==> config.mk <==
export PLATFORM = sky130hd
export DESIGN_NAME = dcpu16_marb
export DESIGN_NICKNAME = d
export VERILOG_FILES = /design/src/rtl/dcpu16_marb.sv
export SDC_FILE = /design/constraint.sdc
export NUM_CORES = 1
export LEC_CHECK = 0
export ABC_AREA = 1
export BUFFER_PORTS_ARGS = -buffer_cell sky130_fd_sc_hd__buf_4
export CORE_MARGIN = 3
export CORE_UTILIZATION = 40
export CTS_CLUSTER_DIAMETER = 40
export DETAILED_ROUTE_END_ITERATION = 8
export PLACE_DENSITY = 0.77
export SKIP_LAST_GASP = 1
export SYNTH_ARGS = -nofsm -noshare
export SYNTH_HDL_FRONTEND = slang
export SYNTH_SLANG_ARGS = --single-unit
==> constraint.sdc <==
create_clock -name clk -period 1.8 [get_ports clk]
set_input_delay 0 -clock clk [delete_from_list [all_inputs] [get_ports clk]]
set_output_delay 0 -clock clk [all_outputs]
set_load 0.005 [all_outputs]
==> src/rtl/dcpu16_marb.sv <==
// dcpu16_marb: arbitrates the CPU G-bus and F-bus onto one memory port.
// Ports: clk/rst; g_*/f_* slave ports from the CPU; m_* master port to memory.
module dcpu16_marb #(
   parameter int RR = 0
) (
   input  logic        clk,
   input  logic        rst,
   input  logic [15:0] g_adr,
   input  logic        g_stb,
   input  logic        g_wre,
   input  logic [15:0] g_dto,
   output logic [15:0] g_dti,
   output logic        g_ack,
   input  logic [15:0] f_adr,
   input  logic        f_stb,
   input  logic        f_wre,
   input  logic [15:0] f_dto,
   output logic [15:0] f_dti,
   output logic        f_ack,
   output logic [15:0] m_adr,
   output logic        m_stb,
   output logic        m_wre,
   output logic [15:0] m_dto,
   input  logic [15:0] m_dti,
   input  logic        m_ack
);

   typedef enum logic [2:0] {
      S_IDLE,
      S_GNT_F,
      S_GNT_G,
      S_DONE_F,
      S_DONE_G
   } state_t;

   state_t r_state;
   logic   r_last_f;
   logic   w_pick_f;

   // F wins from IDLE unless G also asks and round-robin says G's turn
   assign w_pick_f = f_stb &&
                     (!g_stb || (RR == 0) || !r_last_f);

   always_ff @(posedge clk) begin
      if (rst) begin
         r_state  <= S_IDLE;
         r_last_f <= 1'b0;
         m_adr    <= '0;
         m_dto    <= '0;
         m_stb    <= 1'b0;
         m_wre    <= 1'b0;
         f_ack    <= 1'b0;
         g_ack    <= 1'b0;
         f_dti    <= '0;
         g_dti    <= '0;
      end else begin
         f_ack <= 1'b0;
         g_ack <= 1'b0;
         case (r_state)
            S_IDLE: begin
               if (w_pick_f) begin
                  r_state <= S_GNT_F;
                  m_adr   <= f_adr;
                  m_wre   <= f_wre;
                  m_dto   <= f_dto;
                  m_stb   <= 1'b1;
               end else if (g_stb) begin
                  r_state <= S_GNT_G;
                  m_adr   <= g_adr;
                  m_wre   <= g_wre;
                  m_dto   <= g_dto;
                  m_stb   <= 1'b1;
               end
            end
            S_GNT_F: begin
               if (m_ack) begin
                  m_stb    <= 1'b0;
                  f_dti    <= m_dti;
                  f_ack    <= 1'b1;
                  r_last_f <= 1'b1;
                  r_state  <= S_DONE_F;
               end
            end
            S_GNT_G: begin
               if (m_ack) begin
                  m_stb    <= 1'b0;
                  g_dti    <= m_dti;
                  g_ack    <= 1'b1;
                  r_last_f <= 1'b0;
                  r_state  <= S_DONE_G;
               end
            end
            // the just-acked port waits for IDLE; only the other may chain
            S_DONE_F: begin
               if (g_stb) begin
                  r_state <= S_GNT_G;
                  m_adr   <= g_adr;
                  m_wre   <= g_wre;
                  m_dto   <= g_dto;
                  m_stb   <= 1'b1;
               end else begin
                  r_state <= S_IDLE;
               end
            end
            S_DONE_G: begin
               if (f_stb) begin
                  r_state <= S_GNT_F;
                  m_adr   <= f_adr;
                  m_wre   <= f_wre;
                  m_dto   <= f_dto;
                  m_stb   <= 1'b1;
               end else begin
                  r_state <= S_IDLE;
               end
            end
            default: r_state <= S_IDLE;
         endcase
      end
   end

endmodule

; ---- After elaboration in Yosys (flattened, before gate mapping)
; Index checks and enable logic that the tools add are counted.
[totals]
word_cells = 56
output_inout_bits = 68
mem_bits_ro = 0
ramBits = 0
regBits = 71
in_bits = 87
latch_bits = 0
memories = 0
[op_classes]
addsub = 0
n_eq_ne = 9
magnitude_cmp = 0
bitwise_logic = 2
muxes = 25
shifts = 0
n_div = 0
multipliers = 0
n_reduce_logical = 11
[ops]
columns = op, count
row1 = $mux W16, 6
row2 = $pmux W16 S3, 2
row3 = $pmux W3 S5, 1
row4 = $mux W3, 4
row5 = $mux W1, 9
row6 = $eq A3 B2 Y1 const B, 2
row7 = $ne A2 B2 Y1 const B, 3
row8 = $reduce_and A2 Y1, 3
row9 = $reduce_and A3 Y1, 2
row10 = $reduce_or A2 Y1, 3
row11 = $pmux W1 S4, 1
row12 = $reduce_bool A4 Y1, 1
row13 = $eq A3 B1 Y1 const B, 1
row14 = $eq A3 B3 Y1 const B, 1
row15 = $logic_not A3 Y1, 1
row16 = $ne A3 B3 Y1 const B, 1
row17 = $pmux W1 S3, 1
row18 = $reduce_bool A3 Y1, 1
row19 = $mux W2, 1
row20 = $ne A2 B1 Y1 const B, 1
row21 = $not A1 Y1, 2

; ---- Depth between registers and ports, before layout
; Gate-level depths: netlist of run 1.
[depth]
depth_word = 4
mapped_depth = 9
depth_no_buf = 8

; ---- Worst setup path before layout of run 1
; OpenSTA, ideal clock, no wires.
[synth_path]
path_type = reg2reg
from = reg r_state[2]
to = reg f_dti[10]
slack_ns = 0.476
period_less_slack_ns = 1.324
t_arrival_ns = 1.208
setup_time_ns = 0.116
stages_incl_launch_ff = 9
path_cell_list = dfxtp_1 > buf_2 > inv_1 > nand3_1 > nor2_2 > inv_2 > buf_2 > nor2_1 > nor2_1
[synth_between]
elab_chain_len = 2
[synth_lines]
columns = element, line_no
row1 = start: declaration, 36  ; state_t r_state;
row2 = start signal: assignment, 46  ; r_state <= S_IDLE;
row3 = start signal: assignment, 62  ; r_state <= S_GNT_F;
row4 = start signal: assignment, 68  ; r_state <= S_GNT_G;
row5 = $eq A3 B1 Y1, 59  ; case (r_state)
row6 = $reduce_and A2 Y1 (no source line), n/a
row7 = end signal: assignment, 78  ; f_dti <= m_dti;
row8 = end: declaration, 18  ; output logic [15:0] f_dti,
; Every way passes these cells.
; A chain may end at the register's enable or synchronous reset.

; ---- Worst setup path after layout of run 1
[layout_path]
from = reg r_state[0]
to = reg m_dto[0]
[layout_between]
elab_chain_len = 3
elab_cells_between_ends = 7
[layout_lines]
columns = element, line_no
row1 = "$eq A3 B3 Y1, or another cell as far along", 59
row2 = $ne A2 B2 Y1 (no source line) or $reduce_bool A3 Y1 (tied branches), n/a
row3 = $reduce_and A2 Y1 (no source line), n/a
row4 = end signal: assignment, 65  ; m_dto <= f_dto;
row5 = end signal: assignment, 71  ; m_dto <= g_dto;
row6 = end signal: assignment, 99  ; m_dto <= g_dto;
row7 = end: declaration, 23  ; output logic [15:0] m_dto,
; Parallel ways exist; a longest one is shown, timed or not.

==> reports/summary.txt, run 1 <==
CTS tree - yes
Initial antenna violation count - 0
Reg2reg start - r_state[0]$_SDFFE_PP0P_
Critical path start-end classification - flop to flop
Slew Viols, Final - 0
Gate Count Post-Synth - 722
Pwr Total - 5.23 mW
Area Growth Syn to Fin - 46.3%
# Post-CTS Setup Buffers - 0
CTS Buf Count - 9
Mapped Avg Cell Area - 5.68 sq um
Largest net degree at the start of global routing - 51
H-tree depth - 3
Total length of routed wires - 13,100 um
Worst Tran Pin Value - 602 ps
P per Cell Area - 871 nW/um^2
Final setup vio count - 0
Die width - 107 um
ANT cells - 0
Vias - 4,933
Synth area leader - dfxtp_1
Worst-case reg-to-reg path depth - 7
Core Area - 9860 sq um
CP startpoint kind - flop
Hold Path Class - primary input to flop
Min Clock Period, post-route - 1660 ps
Dpl ws - 139 ps
Synth area leaders - dfxtp_1 35%, nand2_1 33%, nor2_1 6.6%
Layout Skew - 8.48 ps
Post-Syn Nets - 809
DRC violations left - 0
DRT iter0 DRCs - 231
Fin Hold WS - 11.4 ps
First-pass GRT wire length - 21,000 um
Clock Sinks - 71
Most frequent cells in the layout - 358 x nand2_1, 166 x buf_4, 72 x nor2_1
Crit Path Max Fanout - 21
Final setup TNS - 0 ps
Commonest non-fill, non-tap cell in the layout - nand2_1
Initial Util - 41.6%
Worst EP required - 2070 ps
Register area share after synthesis - 34.6%
Synth unique cells - 19
Final #Nets - 983
Critical path arrival - 1920 ps
Worst Setup EP - m_dto[0]$_SDFFE_PP0P_
Fin crit share - 92.1%
Dpl hpwl - 8420 um
Fill count - 919
Setup crit start - r_state[0]$_SDFFE_PP0P_
Post-Syn Area - 4100 sq um
F_max - 603 MHz
Setup ws final - 142 ps
Yosys reg bits - 71
Antenna Nets Post-Route - 0
Gpl congestion - 0.806
# IOs - 155
Vias per inst - 4.77
Max Cap Violations - 0
WL/cell - 12.6 um
Reg-to-Reg End - m_dto[0]$_SDFFE_PP0P_
Vias in the first global route - 4,501
Share of layout cells above drive strength 1 - 21.9%
CTS root buf - clkbuf_8
Unrepaired setup endpoints after global routing - no
Ys Warns - 0
Full die area - 11,500 sq um
Worst skew pair latency - 340 ps
Gr usage total - 22.2%
Reg-to-reg setup timing slack - 140 ps
Row count - 36
CTS clk-pin slew, worst paths - 80 ps
Status - finished clean
Final hold viol count - 0
IO buf count - 154
Grt ovf - 0
Max clock buf depth - 2
Critical Path Sink Type - flop
Leakage - 3.13 nW
Iteration count of the initial detailed-routing pass - 4
VDD IR-drop max - 0.582 mV
Post-synth top area share - 34.6%
Slew margin rel. - 59.8%
DIE HEIGHT - 107 um
## flip-flops by register name (all words and copies together) (netlist names)
| register | flops |
|---|---|
| m_wre | 1 |
| m_adr | 16 |
| m_stb | 1 |
| f_ack | 1 |
| f_dti | 16 |
| g_ack | 1 |
| m_dto | 16 |
| g_dti | 16 |
| r_state | 3 |
## repair_timing
item	CTS	global route
gates resized for setup	0	1
hold buffers	37	0
setup endpoints to repair	0	2
endpoints found under the hold margin	57	0
## power by group
| part | switching, mW | leakage [nW] | internal, mW |
|---|---|---|---|
| sequential | 0.127 | 0.583 | 1.79 |
| clock | 0.649 | 0.120 | 0.926 |
| combinational | 0.916 | 2.43 | 0.820 |
## metrics by stage
step                      utilization, %  instance area (sq um)  cells
after floorplan                        -                   4100    722
final                               60.9                   6000   1034
after CTS                           60.8                   6000   1034
after detailed placement            54.6                   5390    981
after global placement              54.6                   5390    981
after global routing                60.9                   6000   1034
## worst max-delay path: stages (launching register included)
cell and delay, ps:
dfxtp_1 400, nor2_2 110, nand2_1 100, inv_2 50
nor2_2 460, buf_12 240, nand2_1 60, a21oi_1 150
## kinds of logic after synthesis
family          synth area share [%]
simple gates                    43.1
flops                           34.6
buf+inv                         9.51
compound gates                  12.8
## Yosys cell counts
master,count
inv_2,4
dfxtp_1,71
buf_1,5
o21ai_1,5
nand2_2,1
buf_6,1
o21ai_2,1
a21oi_1,51
nor2_1,72
inv_1,40
nand4_1,1
o21ai_0,47
buf_2,18
nand3_1,22
nor2_2,3
clkbuf_1,14
buf_4,7
nor2_4,1
nand2_1,358
## how the worst min path moves through the flow
stage	from	endpoint	slack [ps]	cells after the start
2_1_floorplan	rst	g_dti[7]$_SDFFE_PP0P_	70	1
3_3_place_gp	m_dti[14]	f_dti[14]$_SDFFE_PP0P_	230	3
3_5_place_dp	m_dti[10]	f_dti[10]$_SDFFE_PP0P_	240	3
4_1_cts	f_dto[11]	m_dto[11]$_SDFFE_PP0P_	0.5	5
5_1_grt	f_adr[15]	m_adr[15]$_SDFFE_PP0P_	20	5
6_report	f_dto[11]	m_dto[11]$_SDFFE_PP0P_	10	5
## metal layers
| metal | up-vias | wire, um | track usage [%] |
|---|---|---|---|
| li1 | 2565 | - | - |
| met2 | 185 | 6080 | 36.5 |
| met4 | 0 | 194 | 6.85 |
| met5 | - | 0 | 0 |
| met1 | 2165 | 5600 | 28.4 |
| met3 | 18 | 1190 | 6.06 |
## area by class of cell
class	count	area (sq um)	area share, %
multi-input cells	562	2300	38.3
flip-flops and latches	71	1420	23.7
well taps	133	166	2.77
clock inverters	7	120	2.00
clock buffers	9	124	2.06
repair buffers	208	1710	28.4
inverters	44	165	2.75
Power figures use the tool's default switching activity.
==> run 2, diff against run 1 <==
--- a/config.mk
+++ b/config.mk
@@ -11,7 +11,7 @@
 export CORE_UTILIZATION = 40
 export CTS_CLUSTER_DIAMETER = 40
 export DETAILED_ROUTE_END_ITERATION = 8
-export PLACE_DENSITY = 0.77
+export PLACE_DENSITY = 0.67
 export SKIP_LAST_GASP = 1
 export SYNTH_ARGS = -nofsm -noshare
 export SYNTH_HDL_FRONTEND = slang
==> run 2 against run 1 <==
Net effect: final cell count decreased by 0.39%; sequential power about the same; first-iteration DRC count increased by 17%; sequential share of layout area increased by 0.28 points; worst hold slack improved by 6.8 ps; die area unchanged; largest cell class unchanged; critical endpoint is now m_wre$_SDFFE_PP0P_.
==> reports/summary.txt, run 2 (synthesized netlist as in run 1, its figures left out) <==
Hold Path Class - primary input to flop
IO buf count - 154 (unchanged)
DRT iter0 DRCs - 270 (+17%)
Critical path arrival - 1830 ps (-90 ps)
Area Growth Syn to Fin - 44.6%
Layout Skew - 17.3 ps (+8.81 ps)
Antenna Nets Post-Route - 0 (unchanged)
Min Clock Period, post-route - 1560 ps (-101 ps)
Slew margin rel. - 72.4% (+13 points)
Leakage - 3.09 nW (-1.3%)
Critical path start-end classification - flop to flop
Worst EP required - 2070 ps (about the same)
Total length of routed wires - 13,500 um (+3.7%)
Vias in the first global route - 4,842 (+7.6%)
Clock power share - 29.0% (-1.1 points)
Final setup vio count - 0 (unchanged)
Reg-to-reg setup timing slack - 240 ps (+100 ps)
Sw Ratio - 33.5% (+1.1 points)
Critical Path Sink Type - flop
Worst-case reg-to-reg path depth - 7 (unchanged)
Worst Tran Pin Value - 414 ps (-188 ps)
DIE HEIGHT - 107 um (unchanged)
Initial Util - 41.6% (unchanged)
CTS root buf - clkbuf_8
CTS tree - yes
Max clock buf depth - 2 (unchanged)
Fill count - 942 (+2.5%)
Hold-critical path depth - 5 (unchanged)
# Post-CTS Setup Buffers - 0 (unchanged)
Pwr Total - 5.12 mW (-2.0%)
Grt ovf - 0 (unchanged)
F_max - 642 MHz (+6.5%)
Crit path top cell by count - nand2_1
Largest net degree at the start of global routing - 67 (+31%)
WL/cell - 13.1 um (+4.1%)
Fin crit share - 86.5% (-5.6 points)
Multi-input logic area - 2300 sq um (+0.22%)
Pint - 3.41 mW (-3.7%)
VDD IR-drop max - 0.495 mV (-15%)
Worst path slowest cell - dfxtp_1
Die width - 107 um (unchanged)
Worst skew pair latency - 350 ps (about the same)
DRC violations left - 0 (unchanged)
Share of layout cells above drive strength 1 - 21.6% (-0.24 points)
Worst Hold End - m_dto[2]$_SDFFE_PP0P_
Dpl hpwl - 8810 um (+4.7%)
Final hold viol count - 0 (unchanged)
Gate power share - 33.4% (+0.2 points)
Clock Sinks - 71 (unchanged)
First-pass GRT wire length - 22,200 um (+5.6%)
Crit Path Max Fanout - 15 (-29%)
Reg-to-Reg End - m_wre$_SDFFE_PP0P_
Iteration count of the initial detailed-routing pass - 7 (+3)
Most frequent cells in the layout - 358 x nand2_1, 166 x buf_4, 72 x nor2_1
Vias per inst - 4.90 (+2.6%)
H-tree depth - 3 (unchanged)
Sw Pwr - 1.72 mW (+1.4%)
CP startpoint kind - flop
Gpl congestion - 0.827 (+2.6%)
P per Cell Area - 864 nW/um^2 (-0.88%)
CTS Buf Count - 9 (unchanged)
Initial antenna violation count - 0 (unchanged)
Reg2reg start - r_state[0]$_SDFFE_PP0P_
# IOs - 155 (unchanged)
Slew Viols, Final - 0 (unchanged)
Row count - 36 (unchanged)
Full die area - 11,500 sq um (unchanged)
Final setup TNS - 0 ps (unchanged)
ANT cells - 0 (unchanged)
Register area - 1420 sq um (unchanged)
Commonest non-fill, non-tap cell in the layout - nand2_1
Core Area - 9860 sq um (unchanged)
CTS clk-pin slew, worst paths - 90 ps (about the same)
Gr usage total - 23.4% (+1.2 points)
Slowest stage delay, CP - 430 ps (-30 ps)
Final #Nets - 979 (-0.41%)
Vias - 5,044 (+2.3%)
CP cell instances - nand2_1, nor2_4, buf_4, nand2_1, nand2_1, nor2_1, a21oi_1
Max Cap Violations - 0 (unchanged)
Sequential share of power - 37.5% (+0.8 points)
Hold path start - f_dto[2]
Status - finished clean
Unrepaired setup endpoints after global routing - no
## run 2: cell count changes in the layout (fill, tap and decap cells not counted), sizes merged
cell and delta:
buf -3, bufinv -1, clkbuf +1, clkinv -1, clkinvlp +1, dlygate4sd3 -1
## run 2: critical path: cells and delay by family (launching register included)
kind	cells	cell delay [ps]
buf+inv	1	290
simple gates	5	630
flops	1	430
compound gates	1	140
## run 2: layout make-up
| class | instances | area share (%) |
|---|---|---|
| clock inverters | 6 | 1.56 |
| clock buffers | 10 | 2.32 |
| repair buffers | 204 | 27.8 |
| flip-flops and latches | 71 | 24.0 |
| multi-input cells | 562 | 38.8 |
| well taps | 133 | 2.80 |
| inverters | 44 | 2.78 |
## run 2: how the worst max path moves through the flow
stage / startpoint / to / slack, ps / cells past startpoint
finish: r_state[0]$_SDFFE_PP0P_ / m_wre$_SDFFE_PP0P_ / 240 / 7
global route: r_state[0]$_SDFFE_PP0P_ / m_dto[0]$_SDFFE_PP0P_ / 90 / 7
CTS: r_state[0]$_SDFFE_PP0P_ / m_wre$_SDFFE_PP0P_ / 220 / 8
detailed placement: r_state[0]$_SDFFE_PP0P_ / m_wre$_SDFFE_PP0P_ / 230 / 8
global placement: r_state[0]$_SDFFE_PP0P_ / m_adr[2]$_SDFFE_PP0P_ / 290 / 8
floorplan: r_state[2]$_SDFFE_PP0P_ / f_dti[10]$_SDFFE_PP0P_ / 480 / 8
## run 2: per-layer routing
metal	GRT usage, %	up-vias	routed length (um)
met5	0	-	0
met4	6.76	0	148
met3	6.00	15	1150
met2	39.8	183	6550
met1	29.2	2291	5700
li1	-	2555	-
## run 2: metrics by stage
stage          instance area [sq um]  hold WS, ps  setup WS, ps  std cells  utilization, %
2_1_floorplan                   4100         69.1           476        722               -
3_3_place_gp                    5340          234           292        978            54.1
3_5_place_dp                    5340          240           233        978            54.1
4_1_cts                         5930        0.903           215       1030            60.1
5_1_grt                         5930         14.1          92.2       1030            60.1
6_report                        5930         18.2           243       1030            60.1
## run 2: what timing repair did
action,CTS,global route
gates resized for setup,0,1
hold buffers,36,0
setup endpoints to repair,0,2
endpoints found under the hold margin,56,0
## run 2: power groups by stage
stage                     Clock (mW)  Sequential (mW)  Combinational [mW]
after floorplan                    0             1.95               0.943
after CTS                       1.52             1.92                1.72
after global routing            1.60             1.95                1.94
final                           1.49             1.92                1.71
after detailed placement           0             1.95                1.65
after global placement             0             1.95                1.60
